$ cat src/rtl/ahb_cache_arbiter.sv
// Two-port AHB-Lite read arbiter in front of a shared downstream slave.
// Uncontended requests pass straight through; losers wait in a one-entry per-port buffer.
module ahb_cache_arbiter #(
    parameter int W_ADDR = 32,
    parameter int W_DATA = 32
) (
    input  logic              clk,
    input  logic              rst_n,

    output logic              src0_hready_resp,
    input  logic              src0_hready,
    output logic              src0_hresp,
    input  logic [W_ADDR-1:0] src0_haddr,
    input  logic              src0_hwrite,
    input  logic [1:0]        src0_htrans,
    input  logic [2:0]        src0_hsize,
    input  logic [3:0]        src0_hprot,
    input  logic [W_DATA-1:0] src0_hwdata,
    output logic [W_DATA-1:0] src0_hrdata,

    output logic              src1_hready_resp,
    input  logic              src1_hready,
    output logic              src1_hresp,
    input  logic [W_ADDR-1:0] src1_haddr,
    input  logic              src1_hwrite,
    input  logic [1:0]        src1_htrans,
    input  logic [2:0]        src1_hsize,
    input  logic [3:0]        src1_hprot,
    input  logic [W_DATA-1:0] src1_hwdata,
    output logic [W_DATA-1:0] src1_hrdata,

    input  logic              dst_hready_resp,
    output logic              dst_hready,
    input  logic              dst_hresp,
    output logic [W_ADDR-1:0] dst_haddr,
    output logic              dst_hwrite,
    output logic [1:0]        dst_htrans,
    output logic [2:0]        dst_hsize,
    output logic [3:0]        dst_hprot,
    output logic [W_DATA-1:0] dst_hwdata,
    input  logic [W_DATA-1:0] dst_hrdata
);

    localparam logic [1:0] HTRANS_IDLE   = 2'b00;
    localparam logic [1:0] HTRANS_NONSEQ = 2'b10;

    typedef struct packed {
        logic [W_ADDR-1:0] haddr;
        logic              hwrite;
        logic [2:0]        hsize;
        logic [3:0]        hprot;
    } req_t;

    req_t       live_req [2];
    req_t       buf_req  [2];
    req_t       sel_req;
    logic [1:0] live;
    logic [1:0] buf_valid;
    logic       grant_valid;
    logic       grant_port;
    logic       grant_buf;
    logic       contend;
    logic       owner_valid;
    logic       owner_port;
    logic       rr;

    // SEQ is treated as NONSEQ, so only htrans[1] matters.
    logic unused_htrans_lsb;
    assign unused_htrans_lsb = &{1'b0, src0_htrans[0], src1_htrans[0]};

    always_comb begin
        live_req[0] = '{haddr: src0_haddr, hwrite: src0_hwrite, hsize: src0_hsize, hprot: src0_hprot};
        live_req[1] = '{haddr: src1_haddr, hwrite: src1_hwrite, hsize: src1_hsize, hprot: src1_hprot};
        live[0]     = src0_hready & src0_htrans[1] & ~buf_valid[0];
        live[1]     = src1_hready & src1_htrans[1] & ~buf_valid[1];
    end

    // Buffered requests beat live ones; ties within a class go to the rr-favoured port.
    always_comb begin
        // NOTE: every output of this block gets a default first so no path leaves it unassigned (no latch).
        grant_valid = 1'b0;
        grant_port  = 1'b0;
        grant_buf   = 1'b0;
        contend     = 1'b0;
        if (rst_n && dst_hready_resp) begin
            if (buf_valid != 2'b00) begin
                grant_valid = 1'b1;
                grant_buf   = 1'b1;
                grant_port  = (buf_valid == 2'b11) ? rr : buf_valid[1];
            end else if (live != 2'b00) begin
                grant_valid = 1'b1;
                grant_port  = (live == 2'b11) ? rr : live[1];
            end
            // A port never has both a buffered and a live request, so two candidates means both ports.
            contend = &(buf_valid | live);
        end
    end

    always_comb begin
        sel_req = grant_buf ? buf_req[grant_port] : live_req[grant_port];
    end

    // NOTE: state uses non-blocking assignments so every register samples pre-edge values.
    always_ff @(posedge clk) begin
        if (!rst_n) begin
            buf_valid   <= 2'b00;
            owner_valid <= 1'b0;
            owner_port  <= 1'b0;
            rr          <= 1'b0;
        end else begin
            for (int n = 0; n < 2; n++) begin
                if (grant_valid && grant_buf && (grant_port == n[0]))
                    buf_valid[n] <= 1'b0;
                else if (live[n] && !(grant_valid && !grant_buf && (grant_port == n[0])))
                    buf_valid[n] <= 1'b1;
            end
            if (dst_hready_resp) begin
                owner_valid <= grant_valid;
                owner_port  <= grant_port;
            end
            if (contend)
                rr <= ~grant_port;
        end
    end

    // NOTE: buffer payload has no reset; it is only ever read while its valid bit is set.
    always_ff @(posedge clk) begin
        for (int n = 0; n < 2; n++) begin
            if (live[n] && !(grant_valid && !grant_buf && (grant_port == n[0])))
                buf_req[n] <= live_req[n];
        end
    end

    always_comb begin
        dst_hready = dst_hready_resp;
        dst_htrans = grant_valid ? HTRANS_NONSEQ : HTRANS_IDLE;
        dst_haddr  = sel_req.haddr;
        dst_hwrite = sel_req.hwrite;
        dst_hsize  = sel_req.hsize;
        dst_hprot  = sel_req.hprot;
        dst_hwdata = (owner_valid && owner_port) ? src1_hwdata : src0_hwdata;
    end

    always_comb begin
        src0_hrdata = dst_hrdata;
        src1_hrdata = dst_hrdata;
        src0_hresp  = rst_n & owner_valid & ~owner_port & dst_hresp;
        src1_hresp  = rst_n & owner_valid &  owner_port & dst_hresp;

        if (!rst_n)
            src0_hready_resp = 1'b1;
        else if (owner_valid && !owner_port)
            src0_hready_resp = dst_hready_resp;
        else
            src0_hready_resp = ~buf_valid[0];

        if (!rst_n)
            src1_hready_resp = 1'b1;
        else if (owner_valid && owner_port)
            src1_hready_resp = dst_hready_resp;
        else
            src1_hready_resp = ~buf_valid[1];
    end

endmodule

$ cat config.mk
export PLATFORM = sky130hd
export DESIGN_NAME = ahb_cache_arbiter
export DESIGN_NICKNAME = d
export VERILOG_FILES = /design/src/rtl/ahb_cache_arbiter.sv
export SDC_FILE = /design/constraint.sdc
export NUM_CORES = 1
export LEC_CHECK = 0
export BUFFER_PORTS_ARGS = -buffer_cell sky130_fd_sc_hd__buf_2
export CAP_MARGIN = 20
export CORE_ASPECT_RATIO = 0.5
export CORE_MARGIN = 1.5
export CORE_UTILIZATION = 35
export DETAILED_ROUTE_END_ITERATION = 8
export HOLD_SLACK_MARGIN = 0.02
export MAX_ROUTING_LAYER = met4
export PLACE_DENSITY = 0.71
export SYNTH_ARGS = -nofsm -noshare
export SYNTH_HDL_FRONTEND = slang
export SYNTH_SLANG_ARGS = --single-unit
export TNS_END_PERCENT = 1
$ cat constraint.sdc
create_clock -name clk -period 8.74 [get_ports clk]
set_input_delay 2.185 -clock clk [delete_from_list [all_inputs] [get_ports clk]]
set_output_delay 2.185 -clock clk [all_outputs]
set_load 0.1 [all_outputs]
After elaboration in Yosys (flattened, before gate mapping)
Memory sizes are Yosys's and may differ from the RTL's.
Cells that the tools add are included.
Storage, ports and cells
  register bits after elaboration: 5
  RAM bits: 80
  input bits: 186
  output and inout bits: 143
  logic and storage cells: 70
  memories kept: 1
Memory list
  buf_req: words 2, width 40, rd ports 1, clocked after Yosys merged registers in 0, wr ports 2, RTL line 55  | req_t buf_req [2];
Operators by class
  order comparisons: 1
  eq/ne operators: 2
  muxes and demuxes: 25
  bitwise logic cells: 16
  reductions and logical operators: 20
Operator list (count)
  two-way mux 40 bit: 4
  two-way mux 32 bit: 1
  two-way mux 1 bit: 19
  logical AND 1 bit: 11
  AND 1 bit: 9
  NOT 1 bit: 5
  equality test 2 bit, second input constant: 2
  logical NOT 1 bit: 4
  nonzero test 2 bit: 2
  OR reduction 2 bit: 2
  greater-or-equal comparator 2 bit, second input constant: 1
  two-way mux 2 bit: 1
  NOT 1 -> 2 bit: 1
  bitwise OR 2 bit: 1
  AND reduction 2 bit: 1

Logic depth before layout (Yosys ltp)
  word-level depth: 13
  mapped depth: 8
  depth with buffers taken out: 4

Worst setup path before layout
No wires, ideal clock.
  path type: input to register
  start: input port rst_n
  end: memory buf_req[0][0] in the netlist's numbering, enable pin
  setup time: 0.513 ns
  arrival time: 5.930 ns
  data required time: 8.227 ns
  slack: 2.298 ns
  stages: 4
  buffers on the path: 2
  cells stage by stage: buf_6 -> and2_4 -> buf_6 -> a311oi_1
RTL lines
  start, declared: RTL line 8  | input logic rst_n,
  end, declared: RTL line 55

Worst setup path in the final report
  start: input port dst_hready_resp
  end: output port dst_haddr[0]
Between the ends
  word-level cells in the longest chain between the ends: 7
  elaborated cells on any way between the ends: 9
  those cells by class: 6 x mux; 1 x bitwise; 1 x reduce/logical; 1 x memory
Ends and longest elaborated chain
  start, declared: RTL line 32  | input logic dst_hready_resp,
  logical AND 1 bit (*): RTL line 85  | if (rst_n && dst_hready_resp) begin
  two-way mux 1 bit: RTL line 85
  NOT 1 -> 2 bit (not written as such): RTL line 100  | sel_req = grant_buf ? buf_req[grant_port] : live_req[grant_port];
  two-way mux 40 bit (not written as such) (3 in a row): RTL line 100
  two-way mux 40 bit (*): RTL line 100
  end, declared: RTL line 35  | output logic [W_ADDR-1:0] dst_haddr,
Every way passes the cells marked *; elsewhere a longest branch is shown, timed or not. The select of a mux whose other input is x is not followed.

==> flow_metrics.tcl <==
set metrics [dict create \
    num_rows 29 \
    flow.area_growth_from_synthesis_pct 25.10 \
    netSwitchingFraction_pct 35.25 \
    post_route_wl_um 13250 \
    post_cts_hold_buffer_count 0 \
    total_track_usage_pct 19.55 \
    grt_pass1_wl_um 19710 \
    min_path_type "reg2reg" \
    grt_antenna_before_repair 0 \
    io_pins 329 \
    setup_viol 0 \
    final.setup.tns_ns 0 \
    postCtsResizedCells 0 \
    floorplan.die_area_sq_um 13710 \
    p_comb_share_pct 27.6 \
    fraction_of_registers_with_async_set_or_reset_after_synthesis_pct 0 \
    seq_power_share_pct 38.6 \
    net-switching-power_uw 432.2 \
    synth-edff-count 80 \
    layout.core_utilization_pct 44.86 \
    crit_path_end_kind "output port" \
    worstPathMaxFanout 34 \
    slew_viols_final 0 \
    drc 0 \
    dr.pass1.iters 4 \
    final.setup_skew_ns 0.01028 \
    nets 676 \
    num_antenna_cells 0 \
    io_buffers 229 \
    drt.antenna.violating_nets 0 \
    p_int_uw 794.0 \
    postCtsSetupRepairBufs 0 \
    max_slew.worst_pin.slew_ns 1.067 \
    ys_ff_latch 85 \
    cp_common_cell "sky130_fd_sc_hd__buf_2" \
    numClockSinks 85 \
    cp.arrival_ns 4.34 \
    die-width_um 164.1 \
    initial_utilization_pct 35.86 \
    fill_cells 1166 \
    clk_path_buf_depth 2 \
    post_dp_cell_area_sq_um 5325 \
    timing.max_cap.violations 0 \
    tritoncts "done" \
    synth_top_flop_cell "sky130_fd_sc_hd__edfxtp_1" \
    share_of_final_layout_standard_cells_stronger_than_drive_strength_1_pct 58.59 \
    period_utilisation_layout_pct 74.70 \
    period_minus_slack_ns 6.529 \
    drt_first_iter_violations 164 \
    grt_start_max_net_pins 42 \
    critical_path.max_stage_delay_ns 0.47 \
    clock_root_buffer "sky130_fd_sc_hd__clkbuf_16" \
    grt_overflow 0 \
    place_congestion 0.8183 \
    power_density_nw_per_um2 215.9 \
    slew_headroom_pct 28.87 \
    post-layout-total-power_mw 1.226 \
    synth.avg_cell_area_sq_um 13.55 \
    die_height_um 83.54 \
    peak_supply_drop_v 0.00009162 \
    clk_transition_reported_paths_ns 0.06 \
    post-dp-hpwl_um 9657 \
    leakagePower_nw 2.413 \
    synth_area_sq_um 4541 \
    cts-htree-levels 3 \
    distinct_cell_type_count_of_the_synthesized_netlist 33 \
    maxClockFrequency_ghz 0.1532 \
    design.core.area_sq_um 12660 \
    status "complete, no violations" \
    clkPwrFrac_pct 33.8 \
    warnings_from_yosys 0 \
    first_global_vias 3515 \
    syn-num-nets 521 \
    series_of_cell_instances_along_the_critical_path "buf_2 -> and2_4 -> o21ai_1 -> nor3_2 -> buf_4 -> a221o_1 -> buf_2" \
    finalHoldWorstSlack_ns 0.4903 \
    ys_seq_area_share_pct 55.11 \
    final_area_sq_um 5680 \
    vias_per_cell 5.179 \
    setup.worst_path.start_class "primary input" \
    timing.critical_path.slowest_stage_cell "sky130_fd_sc_hd__buf_4" \
    routed_wire_length_per_instance_um 19.93 \
    post_synth_inst_count 335 \
    finalHoldViolCount 0 \
    worstSkewPairLatency_ns 0.34 \
    via_total_after_detailed_routing 3444 \
    required_ns 6.56 \
    grt_setup_unrepaired "no" \
    cts_made_buffers 9 \
    worstSetupPathType "in2out" \
]
==> layer usage <==
metal	routed length (um)	share of wire [%]	up-vias	GRT usage (%)
met5	0	0	-	-
met4	261	2.0	0	6.777
met3	1201	9.1	27	7.650
met2	6804	51	153	31.68
met1	4986	38	1677	22.02
li1	-	-	1587	-
==> flip-flops by register name (all words and copies together) (netlist names) <==
signal	count
buf_req	80
buf_valid	2
owner_port	1
owner_valid	1
rr	1
==> cell families after synthesis <==
logic type / Yosys count / synth area share [%]
AOI/OAI and AO/OA: 96 / 18.93
buffers and inverters: 93 / 14.72
DFF: 85 / 55.11
muxes: 32 / 7.936
and+or+nand+nor: 28 / 3.224
other: 1 / 0.08259
==> worst max-delay path, delay by kind of cell <==
kind / cells / cell delay (ns)
compound gates: 2 / 0.41
buf+inv: 3 / 1.07
simple gates: 2 / 0.66
==> path summary, 6_finish.rpt <==
kind | start | to | slack, ns | depth (start not counted)
worst min-delay path | owner_port$_SDFFE_PN0P_ | owner_port$_SDFFE_PN0P_ | 0.49 | 2
worst min register to register | owner_port$_SDFFE_PN0P_ | owner_port$_SDFFE_PN0P_ | 0.49 | 2
worst max register to register | rr$_SDFFE_PN0P_ | buf_req[1][32]$_DFFE_PP_ | 6.69 | 2
worst max-delay path | dst_hready_resp | dst_haddr[0] | 2.21 | 7
==> power groups by stage <==
stage	clock network, mW	logic, mW	registers [mW]
global route	0.438	0.352	0.474
CTS	0.423	0.339	0.473
floorplan	0	0.399	0.481
finish	0.415	0.339	0.473
detailed placement	0	0.338	0.482
global placement	0	0.336	0.481
==> stage by stage <==
step,setup slack [ns],std cells
4_1_cts,2.131,664
6_report,2.211,665
3_3_place_gp,2.121,647
3_5_place_dp,2.149,648
5_1_grt,2.135,665
2_1_floorplan,2.298,335
==> area by class of cell <==
cell class | instances | area, sq um | area share (%)
clock inverter | 7 | 102.6 | 1.806
multi-input combinational | 157 | 1411 | 24.85
sequential | 85 | 2502 | 44.05
tap | 170 | 212.7 | 3.744
timing repair buffer | 235 | 1219 | 21.45
clock buffer | 9 | 225.2 | 3.965
inverter | 2 | 7.507 | 0.1322
==> placed cells by master, fill, tap and decap left out, types with 2 or more instances in the layout <==
master / count
sky130_fd_sc_hd__nand2_1: 12
sky130_fd_sc_hd__dfxtp_1: 5
sky130_fd_sc_hd__nor2_1: 3
sky130_fd_sc_hd__edfxtp_1: 80
sky130_fd_sc_hd__buf_2: 229
sky130_fd_sc_hd__buf_4: 4
sky130_fd_sc_hd__mux2_2: 32
sky130_fd_sc_hd__nand3_1: 2
sky130_fd_sc_hd__o21ai_0: 3
sky130_fd_sc_hd__a22o_1: 40
sky130_fd_sc_hd__inv_1: 2
sky130_fd_sc_hd__nor2b_1: 2
sky130_fd_sc_hd__a21oi_1: 3
sky130_fd_sc_hd__a221o_1: 40
sky130_fd_sc_hd__o211a_1: 2
sky130_fd_sc_hd__bufinv_16: 2
sky130_fd_sc_hd__clkbuf_16: 9
sky130_fd_sc_hd__nand2b_1: 2
sky130_fd_sc_hd__inv_6: 3
==> cell usage after synthesis, drive strengths merged, types with 2 or more instances <==
master	number	area, sq um
nand3	2	10.01
nor2b	2	12.51
a221o	40	400.4
dfxtp	5	100.1
o21ai	4	20.01
a22o	40	350.3
mux2	32	360.4
edfxtp	80	2402
and3	2	17.52
inv	2	7.510
nand2b	2	12.51
nor2	3	11.26
a21oi	3	15.01
o21a	2	15.01
buf	86	641.9
clkbuf	5	18.77
nand2	12	45.04
o211a	2	20.02
(Power assumes the default switching activity.)
